**src/rtl/serial_adder.sv**
```systemverilog
`default_nettype none
// ============================================================================
// Module  : serial_adder
// Desc    : Digit-serial adder/subtractor that handles DIGIT bits per clock,
//           least-significant digit first. Optional ovf port: SERIAL_ADDER_OVF_EN
// Rev     : 1.0
// ============================================================================
module serial_adder #(
  parameter int WIDTH = 8,
  parameter int DIGIT = 1
) (
  input  logic             clk,
  input  logic             rst_n,
  input  logic             start,
  input  logic             sub,
  input  logic [WIDTH-1:0] a,
  input  logic [WIDTH-1:0] b,
  input  logic             cin,
  output logic             busy,
  output logic             done,
  output logic [WIDTH-1:0] sum,
  output logic             cout
`ifdef SERIAL_ADDER_OVF_EN
  ,
  output logic             ovf
`endif
);

  localparam int c_N  = WIDTH / DIGIT;
  localparam int c_CW = (c_N > 1) ? $clog2(c_N) : 1;
  localparam logic [c_CW-1:0] c_LAST = c_CW'(c_N - 1);

  if ((WIDTH < 2) || (DIGIT < 1) || ((WIDTH % DIGIT) != 0)) begin : g_param_check
    $error("serial_adder: WIDTH must be >= 2 and an exact multiple of DIGIT");
  end

  typedef enum logic [1:0] {
    S_IDLE = 2'd0,
    S_RUN  = 2'd1,
    S_DONE = 2'd2
  } state_t;

  state_t                 state_q;
  logic [WIDTH-1:0]       a_q;
  logic [WIDTH-1:0]       b_q;
  logic [WIDTH-1:0]       res_q;
  logic                   carry_q;
  logic [c_CW-1:0]        cnt_q;

  logic [DIGIT:0]         w_dsum;
  logic [WIDTH+DIGIT-1:0] w_cat;
  logic [WIDTH-1:0]       w_res_d;

  // Operands shift right each digit, so the active digit is always the low slice.
  assign w_dsum  = {1'b0, a_q[DIGIT-1:0]} + {1'b0, b_q[DIGIT-1:0]} + {{DIGIT{1'b0}}, carry_q};
  assign w_cat   = {w_dsum[DIGIT-1:0], res_q};
  assign w_res_d = w_cat[WIDTH+DIGIT-1:DIGIT];

`ifdef SERIAL_ADDER_OVF_EN
  logic w_msb_cin;
  // Carry into the result MSB, recovered from the MSB sum bit of the last digit.
  assign w_msb_cin = a_q[DIGIT-1] ^ b_q[DIGIT-1] ^ w_dsum[DIGIT-1];
`endif

  always_ff @(posedge clk) begin
    if (!rst_n) begin
      state_q <= S_IDLE;
      busy    <= 1'b0;
      done    <= 1'b0;
      sum     <= '0;
      cout    <= 1'b0;
      a_q     <= '0;
      b_q     <= '0;
      res_q   <= '0;
      carry_q <= 1'b0;
      cnt_q   <= '0;
`ifdef SERIAL_ADDER_OVF_EN
      ovf     <= 1'b0;
`endif
    end else begin
      done <= 1'b0;
      case (state_q)
        S_IDLE, S_DONE: begin
          if (start) begin
            a_q     <= a;
            b_q     <= sub ? ~b : b;
            carry_q <= cin ^ sub;
            cnt_q   <= '0;
            busy    <= 1'b1;
            state_q <= S_RUN;
          end else begin
            state_q <= S_IDLE;
          end
        end
        S_RUN: begin
          a_q     <= a_q >> DIGIT;
          b_q     <= b_q >> DIGIT;
          res_q   <= w_res_d;
          carry_q <= w_dsum[DIGIT];
          cnt_q   <= cnt_q + c_CW'(1);
          if (cnt_q == c_LAST) begin
            sum     <= w_res_d;
            cout    <= w_dsum[DIGIT];
            busy    <= 1'b0;
            done    <= 1'b1;
            state_q <= S_DONE;
`ifdef SERIAL_ADDER_OVF_EN
            ovf     <= w_msb_cin ^ w_dsum[DIGIT];
`endif
          end
        end
        default: begin
          busy    <= 1'b0;
          state_q <= S_IDLE;
        end
      endcase
    end
  end

endmodule
`default_nettype wire

```
**config.mk**
```make
export PLATFORM = sky130hd
export DESIGN_NAME = serial_adder
export DESIGN_NICKNAME = d
export VERILOG_FILES = /design/src/rtl/serial_adder.sv
export SDC_FILE = /design/constraint.sdc
export NUM_CORES = 1
export LEC_CHECK = 0
export ABC_AREA = 1
export CAP_MARGIN = 30
export CELL_PAD_IN_SITES_DETAIL_PLACEMENT = 0
export CELL_PAD_IN_SITES_GLOBAL_PLACEMENT = 1
export CORE_MARGIN = 4
export CORE_UTILIZATION = 33
export DETAILED_ROUTE_END_ITERATION = 10
export PLACE_DENSITY_LB_ADDON = 0.1
export SKIP_CTS_REPAIR_TIMING = 1
export SLEW_MARGIN = 20
export SYNTH_ARGS = -nofsm -noshare
export SYNTH_HDL_FRONTEND = slang
export SYNTH_SLANG_ARGS = --single-unit
```
**constraint.sdc**
```tcl
create_clock -name clk -period 1.2 [get_ports clk]
set_input_delay 0.12 -clock clk [delete_from_list [all_inputs] [get_ports clk]]
set_output_delay 0.12 -clock clk [all_outputs]
set_load 0.005 [all_outputs]
```
=== After elaboration in Yosys (flattened, before gate mapping) ===
Cells that the tools add are included.

* Register bits: 41
* Bits of input ports: 21
* Logic and storage cells: 43

* Add/sub/neg operators: 3
* Equality and inequality tests: 5
* Multiplexer cells: 16
* Bitwise gates (word level): 2
* Reductions and logical operators: 7

{| class="wikitable"
|+ Operators with widths
! operator !! count
|-
| 8-bit one-hot mux with 2 select lines || 2
|-
| 8-bit two-way mux || 3
|-
| 8-bit inverter || 1
|-
| 2-bit AND reduction || 4
|-
| 3-bit one-hot mux with 2 select lines || 1
|-
| 1-bit two-way mux || 5
|-
| 2-bit inequality test (second input constant) || 2
|-
| 1-bit one-hot mux with 2 select lines || 2
|-
| 2-bit one-hot mux with 2 select lines || 1
|-
| 3-bit by 1-bit adder with 3-bit output (second input constant) || 1
|-
| 3-bit == test (second input constant) || 1
|-
| 3-bit two-way mux || 1
|-
| 1-bit by 1-bit adder with 2-bit output || 1
|-
| 2-bit by 1-bit adder with 2-bit output || 1
|-
| 2-bit by 1-bit == test with 1-bit output (second input constant) || 1
|-
| 2-bit == test (second input constant) || 1
|-
| 2-bit logical NOT || 1
|-
| 2-bit two-way mux || 1
|-
| 2-bit nonzero test || 1
|-
| 2-bit OR reduction || 1
|-
| 1-bit XOR || 1
|}

=== Longest topological paths before layout ===
Gate-level depths: netlist (run 1).

* Word-level depth: 4
* Gate-level depth with buffers: 8
* Depth with buffers taken out: 8

=== Least setup slack after synthesis (run 1) ===
Ideal clock, no wire load.

* Kind: register to register
* From: register cnt_q[0]
* To: register sum[3]
* Data arrival time: 1142 ps
* Data required time: 1078 ps
* Slack: -64 ps
* Stages on the path, launching flop included: 8
* Buffers on the path: 0
* Cell sequence: dfxtp_1 > ha_1 > ha_1 > inv_1 > nor2_4 > clkinv_1 > nand3_1 > o21ai_0

* Word-level cells in the longest chain between the ends: 2

{| class="wikitable"
|+ RTL lines
! what !! RTL line !! source
|-
| start, declared || 48 || <nowiki>logic [c_CW-1:0] cnt_q;</nowiki>
|-
| start signal, assigned || 100 || <nowiki>cnt_q <= cnt_q + c_CW'(1);</nowiki>
|-
| 3-bit == test || 101 || <nowiki>if (cnt_q == c_LAST) begin</nowiki>
|-
| 2-bit AND reduction (no source line) || n/a ||
|-
| end signal, assigned || 102 || <nowiki>sum <= w_res_d;</nowiki>
|-
| end, declared || 21 || <nowiki>output logic [WIDTH-1:0] sum,</nowiki>
|}

Every way passes these cells.
A chain may end at the register's enable or synchronous reset.

=== Worst setup path after layout (run 1) ===
* From: register cnt_q[1]
* To: register sum[1]

The elaborated chain is that of the path after synthesis.

==> results of run 1 <==
## worst register-to-register path: stages, from the launching register on
cell     delay [ns]
dfxtp_2        0.36
ha_4           0.14
ha_4           0.12
inv_2          0.04
nor2_4         0.16
nand2_2        0.11
inv_2          0.10
nand2_1        0.05
nand2_1        0.04
## cell usage in the layout, fill, tap and decap left out
cell type,instances
nand2_4,1
buf_12,4
o21ai_0,9
o21ai_1,3
nor2_1,18
nand2_2,3
dlymetal6s2s_1,11
inv_2,3
a21oi_1,15
fa_1,1
clkbuf_1,1
inv_1,30
inv_4,2
buf_4,11
nand3_1,28
clkinv_2,1
clkdlybuf4s50_1,20
nand2_1,74
bufinv_16,1
nor2_4,2
a21oi_2,1
a211oi_2,2
ha_4,2
nor2_2,4
buf_6,3
dfxtp_2,12
nor3_1,1
clkbuf_8,5
dfxtp_1,28
o21ai_2,1
## cells by family (layout without fill, tap and decap cells)
family / after synthesis / after routing / synth area share
buffers and inverters: 45 / 92 / 0.112
AO/OA/AOI/OAI: 31 / 31 / 0.0981
AND/OR/NAND/NOR: 131 / 131 / 0.313
flip-flops: 40 / 40 / 0.452
adder cells (fa/ha/maj): 3 / 3 / 0.0254
## stage by stage
step | setup slack, ns | total power (µW) | area, µm² | utilization
after detailed placement | -0.0865 | 1920 | 2280 | 0.441
final | 0.0103 | 2980 | 2500 | 0.483
after CTS | -0.0977 | 3010 | 2390 | 0.462
after floorplan | 0.0123 | 1730 | 1770 | -
after global placement | -0.0714 | 1920 | 2280 | 0.441
after global routing | -0.0856 | 3140 | 2500 | 0.483
## state kept, by name (all words and copies together) (netlist names)
signal / count
a_q: 8
b_q: 8
sum: 8
res_q: 7
cnt_q: 3
state_q: 2
busy: 1
carry_q: 1
cout: 1
done: 1
## per-layer routing
layer | GRT usage | vias up
met5 | 0 | -
met4 | 0.0608 | 0
met3 | 0.0333 | 7
met2 | 0.223 | 26
met1 | 0.164 | 733
li1 | - | 870
## power groups by stage
stage,registers [µW],logic (µW),clock network [µW]
2_1_floorplan,1470,264,0
3_3_place_gp,1470,449,0
3_5_place_dp,1470,448,0
4_1_cts,1440,450,1110
5_1_grt,1460,515,1160
6_report,1450,449,1080
## cell type report
class | instances | area (µm²) | share of cell area
Multi-Input combinational cell | 165 | 816 | 0.327
Timing Repair Buffer | 49 | 534 | 0.214
Tap cell | 70 | 87.6 | 0.0351
Inverter | 35 | 136 | 0.0546
Clock inverter | 2 | 35.0 | 0.0140
Sequential cell | 40 | 816 | 0.327
Clock buffer | 6 | 72.6 | 0.0291
## final timing paths
check,endpoint,slack (ns),cells after the start
worst max-delay path,sum[1],0.01,8
worst min-delay path,a_q[7],0.38,3
worst max register to register,sum[1],0.01,8
worst min register to register,sum[1],0.45,2
==> results.json, run 1 <==
{
  "outcome": "finished clean",
  "grt_max_degree": 18,
  "drt-initial-drc-count": 59,
  "wirelength_um": 3920,
  "fin_cells": 367,
  "ys_async_sr_fraction": 0,
  "antenna_found_initial": 0,
  "holdWs_ns": 0.381,
  "timing.slew.headroom": 0.836,
  "syn_area_per_cell_um2": 7.09,
  "fin_crit_sh": 0.991,
  "diodes": 0,
  "dp.cells": 358,
  "dieArea_um2": 6610,
  "finalSetupTns_ns": 0,
  "critPathLaunchType": "register",
  "vias_per_cell": 4.46,
  "dr.pass1.iters": 7,
  "htree_levels": 2,
  "ys_types": 22,
  "synth_warnings": 0,
  "routedWlPerCell_um": 10.7,
  "cts_tree": "built",
  "route.top_layer_used": "met4",
  "final-setup-viol-count": 0,
  "clkPwrFrac": 0.362,
  "required_ns": 1.44,
  "rows": 26,
  "yosysTopAreaCell": "dfxtp_1",
  "clkLatencyLatePin_ns": 0.29,
  "intPower_uw": 2240,
  "route.detailed.drc": 0,
  "leakage_uw": 0.00133,
  "tightest_slew_ns": 0.246,
  "hold_start": "a[7]",
  "critPathSlowestCell": "dfxtp_2",
  "coreArea_um2": 5170,
  "max_stage_delay_ns": 0.36,
  "switchingPower_uw": 736,
  "yosys_most_used_dff": "dfxtp_1",
  "grt_usage": 0.135,
  "cp.buffers_inverters": 2,
  "die_x_um": 81.3,
  "period_minus_slack_ns": 1.19,
  "ys_seq_area_frac": 0.452,
  "grt_pass1_wl_um": 6820,
  "synthDominantCellAreaShare": 0.452,
  "die_height_um": 81.3,
  "critPathKind": "register to register",
  "cp_max_fo": 5,
  "synth.area.top_cells": "dfxtp_1 45%, nand2_1 16%, nand3_1 7.9%, inv_1 6.8%, nor2_1 4.4%",
  "syn_nets": 274,
  "hpwl_um": 2780,
  "io_pins": 32,
  "clock_sinks": 40,
  "min_path_type": "input port to register",
  "clockBufferDepth": 2,
  "cap_violations": 0,
  "ys_seq_elements": 40,
  "synth_common_cells": "76 x nand2_1, 40 x dfxtp_1, 32 x inv_1, 28 x nand3_1, 21 x nor2_1",
  "netlist_instances": 250,
  "critical_path.cell_chain": "ha_4 > ha_4 > inv_2 > nor2_4 > nand2_2 > inv_2 > nand2_1 > nand2_1",
  "wl_met1_um": 1880,
  "gp_congestion": 0.737,
  "drv_slew": 0,
  "drive_gt1_frac": 0.195,
  "fill_cells": 515,
  "syn_area_um2": 1770,
  "cts-root-buf": "clkbuf_8",
  "p_seq_frac": 0.487,
  "power_density_nw_per_um2": 1190,
  "yosysMostFrequentCell": "nand2_1",
  "rsz0062_at_grt": "true",
  "clk_pin_slew_worst_paths_ns": 0.08,
  "initial_core_util": 0.343,
  "syn2layout_area_growth_pct": 40.9,
  "ir_drop_mv": 0.791,
  "dr_wl_met3_um": 171,
  "skew_ns": 0.00767,
  "endpoint_kind": "register",
  "crit_start": "cnt_q[1]",
  "fmax_ghz": 0.841,
  "drtAntennaViolNets": 0,
  "vias": 1636,
  "numCtsBuffers": 5,
  "comb_power_share": 0.151,
  "nets": 320,
  "overflow": 0,
  "worstPathArrival_ns": 1.43,
  "hold_viol": 0,
  "grt_pass1_vias": 1534,
  "r2r_start": "cnt_q[1]",
  "port_buffers": 31,
  "routed-wl-met2_um": 1800,
  "synth_edf_count": 0,
  "switching_share": 0.247,
  "critPathTopFamily": "flip-flops"
}
(Power assumes the default switching activity.)
==> inputs of run 2 (changes only) <==
--- a/config.mk
+++ b/config.mk
@@ -10,7 +10,7 @@
 export CELL_PAD_IN_SITES_DETAIL_PLACEMENT = 0
 export CELL_PAD_IN_SITES_GLOBAL_PLACEMENT = 1
 export CORE_MARGIN = 4
-export CORE_UTILIZATION = 33
+export CORE_UTILIZATION = 39
 export DETAILED_ROUTE_END_ITERATION = 10
 export PLACE_DENSITY_LB_ADDON = 0.1
 export SKIP_CTS_REPAIR_TIMING = 1
==> constraint.sdc (replaced) <==
create_clock -name clk -period 1.4 [get_ports clk]
set_input_delay 0.14 -clock clk [delete_from_list [all_inputs] [get_ports clk]]
set_output_delay 0.14 -clock clk [all_outputs]
set_load 0.005 [all_outputs]
==> results.json, run 2 (synthesis gave the netlist of run 1 again) <==
{
  "outcome": "finished clean",
  "period_minus_slack_ns": 1.32,
  "route.detailed.drc": 0,
  "critPathSlowestCell": "dfxtp_2",
  "hold_viol": 0,
  "critPathLaunchType": "register",
  "vias": 1577,
  "critical_path.cell_chain": "ha_4 > ha_4 > inv_4 > nor2_4 > clkinvlp_4 > nor2_2 > nor2_1",
  "clockBufferDepth": 2,
  "ir_drop_mv": 0.475,
  "grt_max_degree": 16,
  "fin_util": 0.547,
  "skew_ns": 0.00433,
  "tightest_slew_ns": 0.522,
  "clk_pin_slew_worst_paths_ns": 0.08,
  "nets": 318,
  "leakage_uw": 0.00110,
  "diodes": 0,
  "dr.pass1.iters": 4,
  "grt_pass1_wl_um": 6670,
  "gp_congestion": 0.720,
  "worstPathArrival_ns": 1.51,
  "coreArea_um2": 4380,
  "whs_path_depth": 3,
  "io_pins": 32,
  "clkLatencyLatePin_ns": 0.29,
  "cts_tree": "built",
  "rr_endpoint": "sum[0]",
  "clock_sinks": 40,
  "min_path_type": "input port to register",
  "overflow": 0,
  "port_buffers": 31,
  "r2r_start": "cnt_q[0]",
  "rrSetupSlack_ns": 0.08,
  "dieArea_um2": 5690,
  "drt-initial-drc-count": 80,
  "hpwl_um": 2750,
  "hold_start": "a[7]",
  "vias_per_cell": 4.54,
  "multi_input_area_um2": 823,
  "die_x_um": 75.4,
  "drv_slew": 0,
  "top_regs": "a_q: 8 flops, b_q: 8 flops, sum: 8 flops",
  "layout_commonest_cell": "nand2_1",
  "hold_path_end": "a_q[7]",
  "cap_violations": 0,
  "rows": 24,
  "routedWlPerCell_um": 10.9,
  "numCtsBuffers": 5,
  "antenna_found_initial": 0,
  "required_ns": 1.58,
  "wirelength_um": 3790,
  "drtAntennaViolNets": 0,
  "regArea_um2": 803,
  "cts-root-buf": "clkbuf_8",
  "initial_core_util": 0.404,
  "htree_levels": 2,
  "crit_top_cell": "ha_4",
  "syn2layout_area_growth_pct": 35.3,
  "critPathKind": "register to register",
  "final_cell_mix": "75 x nand2_1, 38 x dfxtp_1, 31 x inv_1, 31 x clkdlybuf4s50_1, 26 x nand3_1",
  "grt_usage": 0.153,
  "reg2regPathDepth": 7,
  "endpoint_kind": "register",
  "place_area_um2": 2180,
  "fmax_ghz": 0.756,
  "max_stage_delay_ns": 0.36,
  "timing.slew.headroom": 0.652,
  "postLayoutCellArea_um2": 2400,
  "drive_gt1_frac": 0.159,
  "grt_pass1_vias": 1528,
  "power_density_nw_per_um2": 1080,
  "cp_max_fo": 5,
  "fin_crit_sh": 0.944,
  "fill_cells": 441,
  "die_height_um": 75.4,
  "final-setup-viol-count": 0,
  "rsz0062_at_grt": "true"
}
[run 2: changes by cell type in the layout (fill, tap and decap cells not counted), sizes merged, moves of 2 or more]
cell | previous run | this run
clkinvlp | 0 | 2
clkdlybuf4s50 | 20 | 31
buf | 18 | 15
dlymetal6s2s | 11 | 0
[run 2: routing by layer]
layer,track usage,wire length [µm],part of all wire,vias to the layer above
met5,0,0,0,-
li1,-,-,-,864
met2,0.260,1800,0.47,24
met4,0.0524,55,0.015,0
met3,0.0435,152,0.040,7
met1,0.185,1780,0.47,682
[run 2: power by group]
part | internal [µW] | total (µW) | switching [µW] | leakage, µW
Combinational | 163 | 348 | 185 | 0.000709
Sequential | 1200 | 1240 | 41.2 | 0.000328
Clock | 629 | 1010 | 382 | 0.0000645
[run 2: worst max-delay path: cells and delay by family, from the launching register on]
family                     cells  cell delay (ns)
buffers and inverters          2             0.25
adders and majority gates      2             0.27
and+or+nand+nor                3             0.35
DFF                            1             0.36
[run 2: how the worst max path moves through the flow]
stage	to	depth (start not counted)	startpoint	slack, ns
CTS	sum[5]	7	cnt_q[0]	-0.03
floorplan	sum[3]	7	cnt_q[0]	0.14
detailed placement	sum[5]	7	cnt_q[0]	-0.03
global placement	sum[0]	7	cnt_q[0]	0.01
global route	sum[4]	7	cnt_q[0]	-0.02
finish	sum[0]	7	cnt_q[0]	0.08
[run 2: per-stage QoR]
| stage | TNS [ns] | total power [µW] | worst slack [ns] | hold slack (ns) | std cells |
|---|---|---|---|---|---|
| 2_1_floorplan | 0 | 1480 | 0.136 | 0.278 | 250 |
| 3_3_place_gp | 0 | 1610 | 0.0121 | 0.442 | 336 |
| 3_5_place_dp | -0.137 | 1620 | -0.0278 | 0.457 | 336 |
| 4_1_cts | -0.185 | 2640 | -0.0326 | 0.405 | 344 |
| 5_1_grt | -0.0552 | 2750 | -0.0211 | 0.440 | 347 |
| 6_report | 0 | 2600 | 0.0780 | 0.415 | 347 |
[run 2: layout make-up]
class | count | share of cell area
clock buffer | 7 | 0.0402
timing repair buffer | 46 | 0.182
tap | 52 | 0.0271
sequential | 40 | 0.335
clock inverter | 1 | 0.0125
inverter | 35 | 0.0574
multi-input combinational | 165 | 0.343
timing repair inverter | 1 | 0.00313
